<file path="src/rtl/uart_pkg.sv">
// uart_pkg
// Shared definitions for the auto-baud UART link. Both the transmitter
// and the auto-baud receiver import this package so that they agree on
// the frame layout and the sync character.
//   state_t       : transmit/receive frame FSM states
//   SYNC_CHAR     : alternating-bit sync byte the far end locks onto
//   FRAME_BITS    : start + 8 data + stop
//   DIV_W_DEFAULT : default width of the bit-period divisor
package uart_pkg;

   typedef enum logic [1:0] {
      IDLE,
      START,
      DATA,
      STOP
   } state_t;

   localparam logic [7:0] SYNC_CHAR     = 8'h55;
   localparam int         FRAME_BITS    = 10;
   localparam int         DIV_W_DEFAULT = 8;

endpackage

</file>
<file path="src/rtl/baud_tick_gen.sv">
// baud_tick_gen
// Produces a one-cycle tick every N+1 clock cycles. A load pulse restarts
// the period so that the first tick after frame acceptance lands exactly
// N cycles after the load edge.
//   clk  : system clock, rising edge
//   rst  : synchronous active-high reset
//   N    : bit period minus one, in clock cycles
//   load : restart the period (count returns to zero)
//   tick : high during the last cycle of each bit period
module baud_tick_gen
   import uart_pkg::*;
#(
   parameter int DIV_W = DIV_W_DEFAULT
) (
   input  logic             clk,
   input  logic             rst,
   input  logic [DIV_W-1:0] N,
   input  logic             load,
   output logic             tick
);

   logic [DIV_W-1:0] count;

   // The count never passes N, so N at its maximum still fits in DIV_W
   // bits and simply gives a 2**DIV_W cycle period.
   always_ff @(posedge clk) begin
      if (rst || load) begin
         count <= '0;
      end else if (count == N) begin
         count <= '0;
      end else begin
         count <= count + DIV_W'(1);
      end
   end

   assign tick = (count == N);

endmodule

</file>
<file path="src/rtl/uart_abaud_tx.sv">
// uart_abaud_tx
// 8N1 transmitter for the auto-baud link. The bit period is N+1 clocks,
// with N latched when a byte is accepted. With sync_req set, the byte is
// preceded by a SYNC_CHAR frame with no idle gap in between, so the far
// end can measure the bit period before the real data arrives.
//   clk      : system clock, rising edge
//   rst      : synchronous active-high reset
//   N        : bit period minus one, in clock cycles
//   tx_data  : byte to send
//   tx_valid : host offers tx_data
//   tx_ready : transmitter can accept a byte this cycle (IDLE only)
//   sync_req : prefix this byte with a sync frame
//   UxTX     : serial line, idle high, registered
//   busy     : a frame is currently on the line
//   done     : one-cycle pulse when the data frame's stop bit completes
module uart_abaud_tx
   import uart_pkg::*;
#(
   parameter int         DIV_W     = DIV_W_DEFAULT,
   parameter logic [7:0] SYNC_CHAR = uart_pkg::SYNC_CHAR
) (
   input  logic             clk,
   input  logic             rst,
   input  logic [DIV_W-1:0] N,
   input  logic [7:0]       tx_data,
   input  logic             tx_valid,
   output logic             tx_ready,
   input  logic             sync_req,
   output logic             UxTX,
   output logic             busy,
   output logic             done
);

   state_t           state;
   logic [DIV_W-1:0] n_lat;
   logic [7:0]       data_lat;
   logic [7:0]       shreg;
   logic [2:0]       bit_idx;
   logic             sync_pending;
   logic             accept;
   logic             tick;

   assign tx_ready = (state == IDLE);
   assign accept   = tx_ready && tx_valid;

   baud_tick_gen #(
      .DIV_W (DIV_W)
   ) u_tick (
      .clk  (clk),
      .rst  (rst),
      .N    (n_lat),
      .load (accept),
      .tick (tick)
   );

   // Frame FSM. The line, busy and done registers are all driven from
   // the current state, so the waveform on UxTX trails the state register
   // by one cycle. That puts the first IDLE cycle on top of the final stop
   // cycle, so a back-to-back byte costs only one extra high cycle.
   always_ff @(posedge clk) begin
      if (rst) begin
         state        <= IDLE;
         n_lat        <= '0;
         data_lat     <= '0;
         shreg        <= '0;
         bit_idx      <= '0;
         sync_pending <= 1'b0;
         UxTX         <= 1'b1;
         busy         <= 1'b0;
         done         <= 1'b0;
      end else begin
         done <= 1'b0;
         busy <= (state != IDLE);

         case (state)
            START:   UxTX <= 1'b0;
            DATA:    UxTX <= shreg[0];
            default: UxTX <= 1'b1;
         endcase

         case (state)
            IDLE: begin
               if (tx_valid) begin
                  n_lat        <= N;
                  data_lat     <= tx_data;
                  sync_pending <= sync_req;
                  shreg        <= sync_req ? SYNC_CHAR : tx_data;
                  bit_idx      <= '0;
                  state        <= START;
               end
            end
            START: begin
               if (tick) begin
                  state <= DATA;
               end
            end
            DATA: begin
               if (tick) begin
                  shreg <= {1'b0, shreg[7:1]};
                  if (bit_idx == 3'd7) begin
                     state <= STOP;
                  end else begin
                     bit_idx <= bit_idx + 3'd1;
                  end
               end
            end
            STOP: begin
               if (tick) begin
                  if (sync_pending) begin
                     sync_pending <= 1'b0;
                     shreg        <= data_lat;
                     bit_idx      <= '0;
                     state        <= START;
                  end else begin
                     state <= IDLE;
                     done  <= 1'b1;
                  end
               end
            end
            default: state <= IDLE;
         endcase
      end
   end

endmodule
</file>
<file path="config.mk">
export PLATFORM = sky130hd
export DESIGN_NAME = uart_abaud_tx
export DESIGN_NICKNAME = d
export VERILOG_FILES = /design/src/rtl/uart_pkg.sv /design/src/rtl/baud_tick_gen.sv /design/src/rtl/uart_abaud_tx.sv
export SDC_FILE = /design/constraint.sdc
export NUM_CORES = 1
export LEC_CHECK = 0
export CAP_MARGIN = 20
export CELL_PAD_IN_SITES_DETAIL_PLACEMENT = 0
export CELL_PAD_IN_SITES_GLOBAL_PLACEMENT = 1
export CORE_UTILIZATION = 30
export CTS_CLUSTER_DIAMETER = 150
export DETAILED_ROUTE_END_ITERATION = 16
export GPL_ROUTABILITY_DRIVEN = 0
export PLACE_DENSITY_LB_ADDON = 0.1
export SYNTH_ARGS = -nofsm -noshare
export SYNTH_HDL_FRONTEND = slang
export SYNTH_SLANG_ARGS = --single-unit
export TNS_END_PERCENT = 1
</file>
<file path="constraint.sdc">
create_clock -name clk -period 1.8 [get_ports clk]
set_input_delay 0.36 -clock clk [delete_from_list [all_inputs] [get_ports clk]]
set_output_delay 0.36 -clock clk [all_outputs]
set_load 0.05 [all_outputs]
</file>
==> results of run 1 <==
worst max-delay path: stages (launching register included):
cell and delay (ps):
dfxtp_2 360, inv_1 60, buf_4 140, ha_2 190
buf_4 170, buf_12 150
per-layer routing:
| layer | GRT usage | wire length (µm) | up-vias | share of wire |
|---|---|---|---|---|
| li1 | - | - | 876 | - |
| met1 | 0.218 | 2590 | 772 | 0.53 |
| met2 | 0.239 | 2140 | 24 | 0.44 |
| met3 | 0.0451 | 128 | 2 | 0.026 |
| met4 | 0.0414 | 29 | 0 | 0.0059 |
| met5 | 0 | 0 | - | 0 |
report_power, final:
part / leakage (nW) / switching, W / internal [W]
clock: 0.0399 / 0.000299 / 0.000255
sequential: 0.337 / 0.000141 / 0.00113
combinational: 0.574 / 0.00104 / 0.000922
metrics by stage:
step	instance area (µm²)	hold WS, ps	power, W	util
after floorplan	1960	436	0.00245	-
after global placement	2460	447	0.00325	0.390
after detailed placement	2460	450	0.00325	0.390
after CTS	2540	461	0.00382	0.402
after global routing	2560	488	0.00409	0.406
final	2560	457	0.00378	0.406
area by class of cell:
class	count	area (µm²)
fillers	692	3750
multi-input cells	165	1060
flip-flops and latches	41	823
repair buffers	49	485
well taps	77	96.3
clock buffers	5	68.8
inverters	6	22.5
clock inverters	1	5.00
sequential cells by signal (all words and copies together), names as in the netlist:
signal / count
bit_idx: 3
shreg: 8
data_lat: 8
state: 2
done: 1
sync_pending: 1
busy: 1
n_lat: 8
UxTX: 1
u_tick.count: 8
worst paths after layout:
kind,start,endpoint,slack (ps),depth (start not counted)
setup / recovery,state[0]$_SDFFE_PP0P_,tx_ready,100,5
hold / removal,data_lat[3]$_SDFFE_PP0P_,data_lat[3]$_SDFFE_PP0P_,460,2
hold reg to reg,data_lat[3]$_SDFFE_PP0P_,data_lat[3]$_SDFFE_PP0P_,460,2
setup reg to reg,n_lat[0]$_SDFFE_PP0P_,bit_idx[0]$_SDFFE_PP0P_,130,6
synthesized netlist by cell type (3+ instances only):
cell      number  share of area
inv_1          6          0.012
o21ai_0        8          0.020
nand2_1       38          0.073
a311oi_1       4          0.018
nor3b_2        3          0.019
a222oi_1       3          0.015
a21oi_1       29          0.074
xnor2_1       12          0.054
nand2b_1       4          0.013
clkbuf_1      12          0.023
nor2b_1        3         0.0096
a22oi_1        4          0.015
dfxtp_1       41           0.42
nor2_1        16          0.031
nand4_1        6          0.019
ha_1           8          0.051
kinds of logic (layout without fill, tap and decap cells):
group | Yosys count | in the layout
AO/OA/AOI/OAI | 57 | 57
XOR/XNOR | 14 | 14
adder cells (fa/ha/maj) | 8 | 8
multiplexers | 2 | 2
buffers and inverters | 21 | 61
AND/OR/NAND/NOR | 84 | 84
flip-flops | 41 | 41
==> results.md, run 1 <==
- Total Die Area: 6850 µm²
- Hold Vio Cnt, Final: 0
- Worst Path Class, Setup: register to primary output
- Cell count after synthesis: 227
- Max VDD drop: 0.699 mV
- Post-synth top flop: dfxtp_1
- Clk Tree Root Cell: clkbuf_8
- Combined area of all synthesized cells: 1960 µm²
- Data required time at the worst endpoint: 1440 ps
- Non-Filler Instances: 344
- Total global routing track utilization: 0.158
- Yosys warns: 0
- Starting density of the core: 0.310
- Worst Tran Pin Value: 405 ps
- H-tree level count: 2
- Via count of the first global-routing pass: 1576
- Commonest cells after routing, fill and taps aside: 39 x dfxtp_1, 38 x nand2_1, 29 x a21oi_1
- Worst-Skew Late Latency: 280 ps
- Remaining Overflow, GRT: 0
- Vias per inst: 4.87
- Total number of nets in the final design: 296
- Final Max Tran Viols: 0
- DP Wirelength: 3440 µm
- Final Worst Setup Slack: 101 ps
- Deepest clock path buffer count: 2
- Setup repair bufs after CTS: 0
- Place WS: 3.31 ps
- Period minus WS final: 1700 ps
- Proportion of synthesized chip area in sequential cells: 0.419
- Total number of placement rows: 29
- Arr. time, crit path: 1340 ps
- Cell Count Post-Placement: 338
- Residual DRC count: 0
- Number of gates resized after CTS: 0
- Clock slew seen by the registers of the worst setup and hold paths: 70 ps
- Max Clock Skew: 4.74 ps
- Total detailed-routing wirelength: 4880 µm
- Floorplan Core Area: 6310 µm²
- Relative area change from synthesis to final layout: 30.9%
- Number of antenna violations at the first check in global routing: 0
- Number of top-level design ports: 24
- Total number of vias: 1674
- Quantity of I/O buffers inserted on ports: 23
- Critical Path End Type: primary output
- Maximum net fanout on the critical path: 6
- Cts bufs inserted: 5
- Wire length per cell after detailed routing: 14.2 µm
- Count of routing violations after the opening detailed-route iteration: 70
- Sum of negative setup slack: 0 ps
- Status: complete, no violations
- XOR/XNOR share of the synthesized area: 0.0627
- Post-Synthesis Net Count: 255
- Worst slew margin relative to its limit: 0.730
- Class of the tightest hold or removal check: register to register
- Final period utilization: 0.944
- Async S/R FF share, synth: 0
- Count of distinct cell types in the synthesized netlist: 39
- Total of flip-flops plus latches after synthesis: 41
- Unrepaired setup endpoints after global routing: yes
- Number of iterations in the first detailed-routing pass: 4
- Adder and majority gate portion of the synthesized area: 0.0512
- Power density relative to cell area: 1480 nW/µm²
- Share of layout cells above drive strength 1: 0.184
- Diode insertion count for antenna repair: 0
- Setup-violating endpoint count in the final report: 0
- Count of nets left with antenna violations after detail routing: 0
- Multiplexer share of the synthesized area: 0.0102
- Post-synth EDFFs: 0
- Count of hold buffers inserted by post-cts repair: 0
- Maximum capacitance violations: 0
- Kind of start point of the critical path: register
- Synthesized-area fraction occupied by and/or/nand/nor cells: 0.219
- Clock tree from TritonCTS: yes
- Pin count of the biggest net entering global routing: 35
- Most common cell after layout, fill and taps aside: dfxtp_1
- Die Width: 82.8 µm
- Y dimension of the die: 82.8 µm
- Max Fclk: 0.589 GHz
- Global-route wire length before repair: 7890 µm
- Largest family of logic cells by synthesized area: simple AND/OR/NAND/NOR gates
- Static leakage: 0.951 nW
- Synthesized-area fraction occupied by ao, oa, aoi and oai cells: 0.191
- Average instance area after synthesis: 8.62 µm²
- Clk sinks: 41
(Power assumes the default switching activity.)
==> inputs of run 2 (changes only) <==
Settings changed: ABC_AREA set to 1.
Clock period 1.8 ns to 1.5 ns, I/O delays scaled along.
==> results.md, run 2 <==
- Worst hold path stage count: 2 (unchanged)
- Violations in the final reports: DRC
- Final-layout worst hold slack: 452 ps (-4.15 ps)
- Vias per inst: 4.47 (-8.2%)
- Global-route wire length before repair: 7980 µm (+1.1%)
- Average instance area after synthesis: 7.24 µm² (-16%)
- Total number of vias: 1814 (+8.4%)
- Floorplan Core Area: 6420 µm² (+1.7%)
- Total of flip-flops plus latches after synthesis: 41 (unchanged)
- Share of layout cells above drive strength 1: 0.246 (+0.0627)
- PnR Total Power: 0.00500 W (+32%)
- Class of the tightest hold or removal check: register to register
- Clock tree from TritonCTS: yes
- Register cell area after layout: 827 µm² (+0.46%)
- H-tree level count: 2 (unchanged)
- Leading area contributor after synthesis: dfxtp_1
- Starting density of the core: 0.313 (+0.00351)
- Status: finished with violations
- Final design utilization: 0.431 (+0.0253)
- Hold Vio Cnt, Final: 0 (unchanged)
- Worst Tran Pin Value: 291 ps (-114 ps)
- Period minus WS final: 1480 ps
- Setup repair bufs after CTS: 0 (unchanged)
- Number of iterations in the first detailed-routing pass: 11 (+7)
- Max VDD drop: 0.580 mV (-17%)
- Setup-violating endpoint count in the final report: 0 (unchanged)
- Clk sinks: 41 (unchanged)
- Y dimension of the die: 83.9 µm (+1.4%)
- Max Clock Skew: 5.58 ps (+0.834 ps)
- Leading cell type by number of instances after synthesis: nand2_1
- Final Max Tran Viols: 0 (unchanged)
- Total number of placement rows: 29 (unchanged)
- DP Wirelength: 3450 µm (+0.16%)
- Leading post-synthesis cells by instance count: 49 x nand2_1, 46 x nor2_1, 41 x dfxtp_1, 36 x inv_1
- Proportion of synthesized chip area in sequential cells: 0.408 (-0.0117)
- Area share of the largest cell type after synthesis: 0.408 (-0.0117)
- Placed Area: 2590 µm² (+5.0%)
- Worst-Skew Late Latency: 290 ps (about the same)
- Crit path launch: state[0]$_SDFFE_PP0P_
- Most common cell after layout, fill and taps aside: nand2_1
- Diode insertion count for antenna repair: 0 (unchanged)
- Count of nets left with antenna violations after detail routing: 0 (unchanged)
- Maximum capacitance violations: 0 (unchanged)
- Critical Path End Type: register
- Clock slew seen by the registers of the worst setup and hold paths: 80 ps (about the same)
- Quantity of I/O buffers inserted on ports: 23 (unchanged)
- Relative area change from synthesis to final layout: 37.5%
- Worst slew margin relative to its limit: 0.804 (+0.0741)
- Kind of start point of the critical path: register
- Remaining Overflow, GRT: 0 (unchanged)
- Async S/R FF share, synth: 0 (unchanged)
- Hold_sp: data_lat[0]$_SDFFE_PP0P_
- Cts bufs inserted: 5 (unchanged)
- Data required time at the worst endpoint: 1690 ps (+250 ps)
- Maximum net fanout on the critical path: 6 (unchanged)
- Yosys warns: 0 (unchanged)
- Reg-to-reg critical path startpoint: state[0]$_SDFFE_PP0P_
- Wire length per cell after detailed routing: 11.5 µm (-19%)
- Post-route cell area: 2770 µm² (+8.1%)
- Total number of nets in the final design: 357 (+21%)
- Worst Path Class, Setup: register to register
- Total detailed-routing wirelength: 4680 µm (-4.2%)
- Static leakage: 1.21 nW (+27%)
- Max Fclk: 0.677 GHz
- Total Die Area: 7040 µm² (+2.8%)
- Deepest clock path buffer count: 2 (unchanged)
- Post-synth EDFFs: 0 (unchanged)
- Combined area of all synthesized cells: 2010 µm² (+2.9%)
- Number of antenna violations at the first check in global routing: 0 (unchanged)
- Post-synth top flop: dfxtp_1
- Number of top-level design ports: 24 (unchanged)
- Count of distinct cell types in the synthesized netlist: 31 (-21%)
- Area used by multi-input combinational logic: 1090 µm² (+2.5%)
- Clk Tree Root Cell: clkbuf_8
- Final period utilization: 0.984
- Residual DRC count: 4 (+4)
- Commonest cells after routing, fill and taps aside: 44 x nand2_1, 43 x nor2_1, 36 x dfxtp_1
- Cell types occupying the most area after synthesis: dfxtp_1 41%, nand2_1 9.1%, nor2_1 8.6%
- Arr. time, crit path: 1660 ps (+320 ps)
- Die Width: 83.9 µm (+1.4%)
- Count of hold buffers inserted by post-cts repair: 0 (unchanged)
- Post-Synthesis Net Count: 306 (+20%)
- Power density relative to cell area: 1810 nW/µm² (+22%)
- Via count of the first global-routing pass: 1654 (+4.9%)
- Count of routing violations after the opening detailed-route iteration: 64 (-8.6%)
- Cell count of the worst reg-to-reg path: 9 (+3)
- FILL cells: 677 (-2.2%)
- Pin count of the biggest net entering global routing: 25 (-29%)
- Cell count after synthesis: 278 (+22%)
- Total global routing track utilization: 0.145 (-0.0128)
- Unrepaired setup endpoints after global routing: yes
## run 2: cell types whose count changed after synthesis, sizes merged, moves of 8 or more
cell,previous run,this run
nor2,16,48
nand2,38,51
a21oi,29,20
xnor2,12,4
o21ai,8,21
inv,6,37
## run 2: through the flow
step	instances	setup slack (ps)	TNS (ps)
6_report	406	23.4	0
5_1_grt	406	-58.8	-445
4_1_cts	406	9.10	0
3_5_place_dp	398	-34.2	-79.9
3_3_place_gp	398	-29.8	-66.5
2_1_floorplan	278	-19.5	-54.2
## run 2: worst max-delay path, stage by stage, from the launching register on
cell     delay, ps
dfxtp_2        360
inv_2           50
ha_2           200
buf_4          170
a21oi_1        160
nand3_2        110
nor2_4         170
nand2_1         70
nand2_1         60
nor2_1          30
## run 2: metal layers
layer,vias up,part of all wire,GRT usage,routed length (µm)
li1,995,-,-,-
met1,788,0.55,0.202,2560
met2,29,0.42,0.217,1970
met3,2,0.026,0.0406,123
met4,0,0.0062,0.0423,29
met5,-,0,0,0
## run 2: report_power, final
part / total (W) / switching, W / internal (W)
combinational: 0.00269 / 0.00151 / 0.00118
sequential: 0.00159 / 0.000170 / 0.00142
clock: 0.000719 / 0.000354 / 0.000365
## run 2: final cells by class
type	instances	share of cell area
Multi-Input combinational cell	190	0.392
Sequential cell	41	0.299
Timing Repair Buffer	53	0.189
Inverter	38	0.0538
Tap cell	77	0.0348
Clock buffer	7	0.0312
## run 2: cells by family after synthesis
group,Yosys count,share of synthesized area
adders and majority gates,8,0.0497
DFF,41,0.408
buffers and inverters,48,0.0994
xor gates and xnor gates,7,0.0305
and+or+nand+nor,121,0.265
AOI/OAI and AO/OA,53,0.147
## run 2: worst paths after layout
| kind | end | slack (ps) |
|---|---|---|
| hold / removal | data_lat[0]$_SDFFE_PP0P_ | 450 |
| hold reg to reg | data_lat[0]$_SDFFE_PP0P_ | 450 |
| setup reg to reg | bit_idx[2]$_SDFFE_PP0P_ | 20 |
| setup / recovery | bit_idx[2]$_SDFFE_PP0P_ | 20 |
## run 2: what timing repair did
action | in CTS | in global routing
hold endpoints to repair | 0 | 0
cloned | 1 | 0
endpoints found under the setup margin | 1 | 18
pin swaps | 1 | 11
gates resized for setup | 0 | 26
==> inputs of run 3 (changes only) <==
Settings changed: CORE_UTILIZATION 30 to 36, SYNTH_HIERARCHICAL set to 1.
==> results.md, run 3 <==
- Status: finished with violations
- Violations in the final reports: setup timing
- Final Worst Setup Slack: -54.6 ps (-78.0 ps)
- Power density relative to cell area: 1740 nW/µm² (-3.9%)
- Clock slew seen by the registers of the worst setup and hold paths: 80 ps (about the same)
- Async S/R FF share, synth: 0 (unchanged)
- Worst slew margin relative to its limit: 0.828 (+0.0244)
- Maximum net fanout on the critical path: 8 (+2)
- Switching power total: 0.00216 W (+6.2%)
- Total number of nets in the final design: 399 (+12%)
- Cell types occupying the most area after synthesis: dfxtp_1 38%, nor2_1 12%, nand2_1 12%
- Part of the total power dissipated in the clock network: 0.144 (about the same)
- Via count of the first global-routing pass: 1984 (+20%)
- Total of flip-flops plus latches after synthesis: 41 (unchanged)
- Wire length per cell after detailed routing: 11.1 µm (-3.6%)
- Area share of the largest cell type after synthesis: 0.385 (-0.0232)
- Total number of vias: 1973 (+8.8%)
- Count of routing violations after the opening detailed-route iteration: 39 (-39%)
- Leading cell type by number of instances after synthesis: nor2_1
- FILL cells: 605 (-11%)
- Total number of placement rows: 27 (-6.9%)
- Average instance area after synthesis: 6.82 µm² (-5.8%)
- Max Fclk: 0.643 GHz (-5.0%)
- Cell Count Post-Placement: 428 (+7.5%)
- DP Wirelength: 3470 µm (+0.56%)
- Count of distinct cell types in the synthesized netlist: 23 (-26%)
- Non-Filler Instances: 443 (+9.1%)
- Fraction of power spent switching nets: 0.428 (+0.0211)
- Y dimension of the die: 79 µm (-5.9%)
- Total Die Area: 6240 µm² (-11%)
- Diode insertion count for antenna repair: 0 (unchanged)
- Post-Synthesis Net Count: 342 (+12%)
- Class of the tightest hold or removal check: register to register
- Kind of start point of the critical path: register
- Max VDD drop: 0.618 mV (+6.7%)
- Post-synth top flop: dfxtp_1
- Final Max Tran Viols: 0 (unchanged)
- Critical Path End Type: register
- Worst Path Class, Setup: register to register
- Count of nets left with antenna violations after detail routing: 0 (unchanged)
- Max Clock Skew: 7.21 ps (+1.63 ps)
- Leading post-synthesis cells by instance count: 68 x nor2_1, 67 x nand2_1, 41 x dfxtp_1, 36 x inv_1
- Starting density of the core: 0.381 (+0.0672)
- Arr. time, crit path: 1750 ps (+90 ps)
- Clock tree from TritonCTS: yes
- Internal Dissipation: 0.00289 W (-2.6%)
- Setup-violating endpoint count in the final report: 10 (+10)
- Floorplan Core Area: 5610 µm² (-13%)
- Die Width: 79 µm (-5.9%)
- Total global routing track utilization: 0.182 (+0.0373)
- Proportion of synthesized chip area in sequential cells: 0.385 (-0.0232)
- Number of top-level design ports: 24 (unchanged)
- Final design utilization: 0.519 (+0.0876)
- Commonest cells after routing, fill and taps aside: 62 x nor2_1, 61 x nand2_1, 31 x inv_1, 31 x buf_4, 27 x dfxtp_1
- Global-route wire length before repair: 8890 µm (+11%)
- Deepest clock path buffer count: 2 (unchanged)
- Cell count after synthesis: 313 (+13%)
- Number of antenna violations at the first check in global routing: 0 (unchanged)
- Quantity of I/O buffers inserted on ports: 23 (unchanged)
- Unrepaired setup endpoints after global routing: yes
- Period minus WS final: 1550 ps (+78.0 ps)
- H-tree level count: 2 (unchanged)
- Proportion of power drawn by combinational gates: 0.535 (-0.003)
- Remaining Overflow, GRT: 0 (unchanged)
- Clk Tree Root Cell: clkbuf_8
- Worst Tran Pin Value: 257 ps (-33.5 ps)
- Vias per inst: 4.45 (-0.32%)
- Maximum capacitance violations: 0 (unchanged)
- Yosys warns: 6 (+6)
- Relative area change from synthesis to final layout: 36.2%
- Data required time at the worst endpoint: 1700 ps (about the same)
- Hold Vio Cnt, Final: 0 (unchanged)
- Post-synth EDFFs: 0 (unchanged)
- PnR Total Power: 0.00505 W (+1.0%)
- Share of layout cells above drive strength 1: 0.272 (+0.0260)
- Leading area contributor after synthesis: dfxtp_1
- Combined area of all synthesized cells: 2130 µm² (+6.0%)
- Residual DRC count: 0 (-4)
- Register share of total power: 0.321 (+0.003)
- Clk sinks: 41 (unchanged)
- Pin count of the biggest net entering global routing: 24 (-4.0%)
- Total detailed-routing wirelength: 4920 µm (+5.2%)
- Static leakage: 1.33 nW (+9.9%)
- Worst-Skew Late Latency: 300 ps (about the same)
- Number of iterations in the first detailed-routing pass: 4 (-7)
- Final period utilization: 1.04 (+0.0520)
- Cts bufs inserted: 5 (unchanged)
- Most common cell after layout, fill and taps aside: nor2_1
## run 3: what timing repair did
| item | in CTS | in global routing |
|---|---|---|
| gates resized for setup | 18 | 14 |
| pin swaps | 17 | 8 |
| endpoints found under the setup margin | 13 | 23 |
| cloned | 1 | 0 |
| setup buffers | 5 | 1 |
| hold buffers | 0 | 0 |
## run 3: power by group through the flow
stage | clock network (W) | registers, W | logic (W)
final | 0.000727 | 0.00162 | 0.00270
after global routing | 0.000788 | 0.00167 | 0.00309
after CTS | 0.000756 | 0.00162 | 0.00266
after detailed placement | 0 | 0.00164 | 0.00243
after global placement | 0 | 0.00163 | 0.00243
after floorplan | 0 | 0.00166 | 0.00168
## run 3: cells by family (layout without fill, tap and decap cells)
group | after synthesis | after routing | share of synthesized area
adder cells (fa/ha/maj) | 9 | 9 | 0.0528
buffers and inverters | 48 | 105 | 0.0985
XOR/XNOR | 8 | 8 | 0.0328
AND/OR/NAND/NOR | 180 | 181 | 0.368
flip-flops | 41 | 41 | 0.385
AO/OA/AOI/OAI | 27 | 27 | 0.0633
## run 3: critical path, cell delays in order (launching register included)
cell	delay, ps
dfxtp_2	350
inv_2	50
nand2_1	40
nand2_1	60
nand2_1	60
nor2_2	110
nand2_2	70
inv_2	70
inv_4	50
nand2_4	60
nand2_4	60
nor2_4	180
nand2_4	130
nor2_2	120
nor2_1	50
## run 3: per-layer routing
layer	vias up	track usage	wire [µm]
li1	1069	-	-
met3	6	0.0379	148
met1	871	0.222	2450
met5	-	0	0
met2	27	0.318	2250
met4	0	0.0600	76
## run 3: path summary, 6_finish.rpt
kind / from / end / slack (ps) / cells after the start
setup / recovery: u_tick/count[5]$_SDFF_PP0_ / shreg[3]$_SDFFE_PP0P_ / -50 / 14
hold / removal: data_lat[0]$_SDFFE_PP0P_ / data_lat[0]$_SDFFE_PP0P_ / 480 / 2
setup reg to reg: u_tick/count[5]$_SDFF_PP0_ / shreg[3]$_SDFFE_PP0P_ / -50 / 14
hold reg to reg: data_lat[0]$_SDFFE_PP0P_ / data_lat[0]$_SDFFE_PP0P_ / 480 / 2
## run 3: final cells by class
| cell class | instances | area (µm²) | area share |
|---|---|---|---|
| Clock inverter | 1 | 7.51 | 0.00258 |
| Timing Repair Buffer | 57 | 554 | 0.191 |
| Sequential cell | 41 | 838 | 0.288 |
| Tap cell | 72 | 90.1 | 0.0310 |
| Multi-Input combinational cell | 225 | 1190 | 0.409 |
| Clock buffer | 7 | 76.3 | 0.0262 |
| Inverter | 40 | 153 | 0.0525 |
## run 3: metrics by stage
step           setup TNS, ps  hold WS (ps)  area (µm²)  worst slack [ps]
3_3_place_gp            -943           465        2700              -104
3_5_place_dp            -770           470        2700             -75.0
2_1_floorplan           -217           367        2160             -28.9
4_1_cts                 -566           491        2870             -91.7
6_report                -354           485        2910             -54.6
5_1_grt                -2520           519        2910              -221
